<file path="config.mk">
export PLATFORM = sky130hd
export DESIGN_NAME = dot_accum
export DESIGN_NICKNAME = d
export VERILOG_FILES = /design/src/rtl/dot_accum.sv
export SDC_FILE = /design/constraint.sdc
export NUM_CORES = 1
export LEC_CHECK = 0
export BUFFER_PORTS_ARGS = -buffer_cell sky130_fd_sc_hd__buf_4
export CORE_MARGIN = 4
export CORE_UTILIZATION = 52
export CTS_CLUSTER_DIAMETER = 150
export DETAILED_ROUTE_END_ITERATION = 10
export PLACE_DENSITY_LB_ADDON = 0.15
export SLEW_MARGIN = 5
export SYNTH_ARGS = -nofsm -noshare
export SYNTH_HDL_FRONTEND = slang
export SYNTH_SLANG_ARGS = --single-unit
</file>
<file path="constraint.sdc">
create_clock -name clk -period 2.9 [get_ports clk]
set_input_delay 0.58 -clock clk [delete_from_list [all_inputs] [get_ports clk]]
set_output_delay 0.58 -clock clk [all_outputs]
set_load 0.02 [all_outputs]
</file>
<file path="src/rtl/dot_accum.sv">
// Dot-product accumulator behind the registered 8x8 multiplier: sums LEN
// consecutive unsigned products with saturation and presents each result on a
// registered valid/ready port, stalling the product stream until it is taken.
module dot_accum #(
  parameter int IN_W  = 16,
  parameter int ACC_W = 24,
  parameter int LEN   = 8
) (
  input  logic                         clk,
  input  logic                         rstn,
  input  logic                         clear,
  input  logic                         in_valid,
  input  logic [IN_W-1:0]              in_data,
  output logic                         in_ready,
  output logic                         out_valid,
  output logic [ACC_W-1:0]             out_data,
  output logic                         out_ovf,
  input  logic                         out_ready,
  output logic [1:0]                   dbg_state,
  output logic [((LEN > 1) ? $clog2(LEN) : 1)-1:0] dbg_cnt
);

  localparam int CNT_W = (LEN > 1) ? $clog2(LEN) : 1;

  typedef enum logic [1:0] {
    IDLE  = 2'd0,
    ACCUM = 2'd1,
    HOLD  = 2'd2
  } state_t;

  state_t             state;
  logic [ACC_W-1:0]   acc;
  logic [CNT_W-1:0]   cnt;
  logic               ovf_flag;

  logic [ACC_W-1:0]   base;
  logic [ACC_W:0]     sum;
  logic               sat;
  logic [ACC_W-1:0]   clamped;
  logic               last;

  // Handshake: a product transfers on any edge where in_valid & in_ready;
  // a result transfers on any edge where out_valid & out_ready. in_ready
  // depends on state only, so a pending result always costs one bubble.
  assign in_ready  = (state != HOLD);
  assign dbg_state = state;
  assign dbg_cnt   = cnt;

  always_comb begin
    base    = (state == ACCUM) ? acc : '0;
    sum     = {1'b0, base} + {{(ACC_W + 1 - IN_W){1'b0}}, in_data};
    sat     = sum[ACC_W];
    clamped = sat ? {ACC_W{1'b1}} : sum[ACC_W-1:0];
    last    = (cnt == CNT_W'(LEN - 1));
  end

  always_ff @(posedge clk or negedge rstn) begin
    if (!rstn) begin
      state     <= IDLE;
      acc       <= '0;
      cnt       <= '0;
      ovf_flag  <= 1'b0;
      out_valid <= 1'b0;
      out_data  <= '0;
      out_ovf   <= 1'b0;
    end else if (clear) begin
      // out_data deliberately keeps its last value across an abort
      state     <= IDLE;
      acc       <= '0;
      cnt       <= '0;
      ovf_flag  <= 1'b0;
      out_valid <= 1'b0;
      out_ovf   <= 1'b0;
    end else begin
      case (state)
        IDLE, ACCUM: begin
          if (in_valid) begin
            if (last) begin
              out_data  <= clamped;
              out_ovf   <= ovf_flag | sat;
              out_valid <= 1'b1;
              state     <= HOLD;
              cnt       <= '0;
              acc       <= '0;
              ovf_flag  <= 1'b0;
            end else begin
              acc       <= clamped;
              cnt       <= cnt + CNT_W'(1);
              ovf_flag  <= ovf_flag | sat;
              state     <= ACCUM;
            end
          end
        end
        HOLD: begin
          if (out_ready) begin
            out_valid <= 1'b0;
            state     <= IDLE;
          end
        end
        default: state <= IDLE;
      endcase
    end
  end

endmodule

</file>
==> results.py <==
metrics = {
    "global_routing": {
        "grt_max_degree": 57,
        "gr-usage-met1_pct": 31.3,
        "use_met2_pct": 37.5,
        "grt_pass1_vias": 3282,
        "grtUsageMet3_pct": 3.65,
        "antenna_found_initial": 0,
        "top_usage_layer": "met2",
        "overflow": 0,
        "grt_pass1_wl_um": 15600,
        "grt_util_all_layers_pct": 23.0,
    },
    "power_and_ir_drop": {
        "power_w": 0.00159,
        "switching_share_pct": 30.1,
        "p_switching_w": 0.000478,
        "peakVddDrop_mv": 0.228,
        "p_int_w": 0.00111,
        "leakagePower_nw": 2.00,
        "combPwrFrac_pct": 20.5,
        "power_density_mw_per_mm2": 359,
        "p_clk_share_pct": 28.1,
        "p_seq_share_pct": 51.4,
    },
    "sta": {
        "tns_ns": 0,
        "fmax_mhz": 361,
        "worst_pin_slew_ns": 0.804,
        "skew_ns": 0.0174,
        "hold_viol": 0,
        "timing.final.crit_share_pct": 95.5,
        "slew_violations": 0,
        "slew_headroom_pct": 46.4,
        "min_period_ns": 2.77,
        "setup_viol_count_final": 0,
    },
    "hold_path": {
        "worstHoldPathType": "in -> async",
    },
    "route": {
        "first_pass_iters": 5,
        "final_antenna_net_count": 0,
        "drt-total-wl_um": 9290,
        "num_vias": 3203,
        "viasPerCell": 5.80,
        "drt_iter0_drc": 105,
        "drc": 0,
        "wl_per_cell_um": 16.8,
    },
    "cts": {
        "clk_pin_slew_ns": 0.11,
        "htreeDepth": 2,
        "clk_path_buf_depth": 2,
        "cts_hold_buf": 0,
        "root_buffer": "clkbuf_8",
        "clkLatencyLatePin_ns": 0.33,
        "cts_tree": "built",
        "cts.sinks": 56,
        "cts_inserted_buffers": 5,
    },
    "logic_synthesis": {
        "synthFlopType": "dfrtp_1",
        "netlist_top_cells_count": "56 x dfrtp_1, 43 x a21oi_1, 41 x nor2_1, 40 x nand2_1, 22 x o21ai_0",
        "synth_top_area_cell": "dfrtp_1",
        "ys_types": 57,
        "yosysMostFrequentCell": "dfrtp_1",
        "syn_inst": 408,
        "synth-seq-cells": 56,
        "synth_seq_area_share_pct": 38.8,
        "yosysTopAreaCellShare_pct": 38.8,
        "synth.net_count": 448,
        "syn_area_per_cell_um2": 8.86,
        "async_reset_ff_share_pct": 100,
        "synth_edf_count": 0,
        "yosysWarnings": 0,
        "netlist_area_mm2": 0.00361,
        "synth_area_leaders": "dfrtp_1 39%, ha_1 6.2%, a21oi_1 6.0%, nor2_1 4.3%, nand2_1 4.2%",
    },
    "placement": {
        "placed_cell_area_mm2": 0.00424,
        "gp_congestion": 0.885,
        "port_buffers": 52,
        "hpwl_um": 6740,
    },
    "floorplan": {
        "dieHeight_um": 91.4,
        "dieWidth_um": 91.4,
        "dieArea_mm2": 0.00835,
        "ioPinCount": 53,
        "fp.coreArea_mm2": 0.00676,
        "row_count": 30,
        "start_util_pct": 53.5,
    },
    "critical_path": {
        "crit_arrival_ns": 2.93,
        "critPathRequiredTime_ns": 3.06,
        "endpoint_kind": "register",
        "path_class": "reg -> reg",
        "cp_max_fo": 6,
        "startpoint_type": "register",
    },
    "status": {
        "status": "complete, no violations",
    },
    "layout": {
        "stdcell_area_mm2": 0.00443,
        "drive_above_1_share_pct": 26.1,
        "syn_to_final_growth_pct": 22.5,
        "fin_util_pct": 65.5,
        "antennaDiodeCount": 0,
        "fin_nets": 511,
    },
    "flow_run": {
        "maxCapViolCount": 0,
    },
}
-- repair_timing --
item	4_1_cts	5_1_grt
setup endpoints to repair	0	41
buffers inserted	0	2
gates resized for setup	0	13
-- power groups by stage --
| stage | clock (W) | combinational [W] | sequential [W] |
|---|---|---|---|
| after floorplan | 0 | 0.000193 | 0.000836 |
| after global placement | 0 | 0.000302 | 0.000831 |
| after CTS | 0.000464 | 0.000309 | 0.000816 |
| after global routing | 0.000499 | 0.000361 | 0.000820 |
| after detailed placement | 0 | 0.000307 | 0.000831 |
| final | 0.000446 | 0.000326 | 0.000816 |
-- cell type report --
type	count	area, um^2
Inverter	8	30.0
Sequential cell	56	1400
Multi-Input combinational cell	320	2190
Fill cell	569	2330
Timing Repair Buffer	80	617
Clock inverter	3	21.3
Tap cell	80	100
Clock buffer	5	68.8
-- registers in the layout, indices dropped and copies added, names as in the netlist --
| register | count |
|---|---|
| acc | 24 |
| dbg_cnt | 3 |
| dbg_state | 2 |
| out_data | 24 |
| out_ovf | 1 |
| out_valid | 1 |
| ovf_flag | 1 |
-- routing by layer --
metal  share of wire (%)  vias up
met2                  49       70
li1                    -     1602
met1                  46     1522
met5                   0        -
met4                 1.2        0
met3                 3.8        9
-- layout by cell type (no fill, tap or decap), types with 3 or more instances in the layout --
master / instances
clkbuf_8: 5
buf_4: 78
xnor2_1: 14
a211oi_2: 3
inv_1: 8
o22a_1: 3
ha_4: 5
nor2_1: 40
a31oi_1: 11
dfrtp_1: 54
a21oi_1: 42
o2bb2ai_1: 3
nand2_1: 40
a22oi_1: 3
ha_1: 11
nand3_1: 10
o21ai_1: 8
a21o_1: 6
nor3_1: 3
nand4_1: 8
o21bai_1: 5
a211oi_1: 6
and2_1: 17
o21ai_0: 20
mux2i_1: 3
nor3_2: 4
and3_1: 4
nand2b_1: 6
-- through the flow --
stage | cells | setup slack (ns) | hold WS (ns)
finish | 552 | 0.132 | 0.297
global route | 552 | -0.00175 | 0.340
CTS | 550 | 0.0447 | 0.318
detailed placement | 542 | 0.0494 | 0.465
global placement | 542 | 0.151 | 0.454
floorplan | 408 | -0.00420 | 0.284
-- critical path: stages, from the launching register on --
cell and delay (ns):
dfrtp_2 0.41, nor2b_4 0.15, and2_4 0.17, ha_4 0.17, fa_2 0.42, a211oi_2 0.25
nor2_2 0.10, a41oi_4 0.26, a21oi_1 0.16, buf_4 0.18, a22oi_1 0.16, o311ai_0 0.15
-- cell families (layout without fill, tap and decap cells) --
| logic type | count (synthesis) | after routing | share of synthesized area [%] |
|---|---|---|---|
| fa+ha+maj | 19 | 19 | 6.79 |
| mux | 5 | 5 | 1.45 |
| compound gates | 133 | 133 | 24.8 |
| simple gates | 147 | 147 | 20.4 |
| buf+inv | 32 | 96 | 3.91 |
| xor+xnor | 16 | 16 | 3.88 |
| flops | 56 | 56 | 38.8 |
-- final timing paths --
check                        startpoint      endpoint  slack, ns  depth (start not counted)
max in group asynchronous          rstn  dbg_state[1]       2.10                          1
max reg2reg                dbg_state[0]       acc[21]       0.13                         11
min in group clk              out_ready     out_valid       0.44                          2
max                        dbg_state[0]       acc[21]       0.13                         11
min                                rstn       acc[17]       0.30                          1
min reg2reg                      acc[4]        acc[4]       0.49                          2
Note: power is estimated with default switching activity, not from simulation.
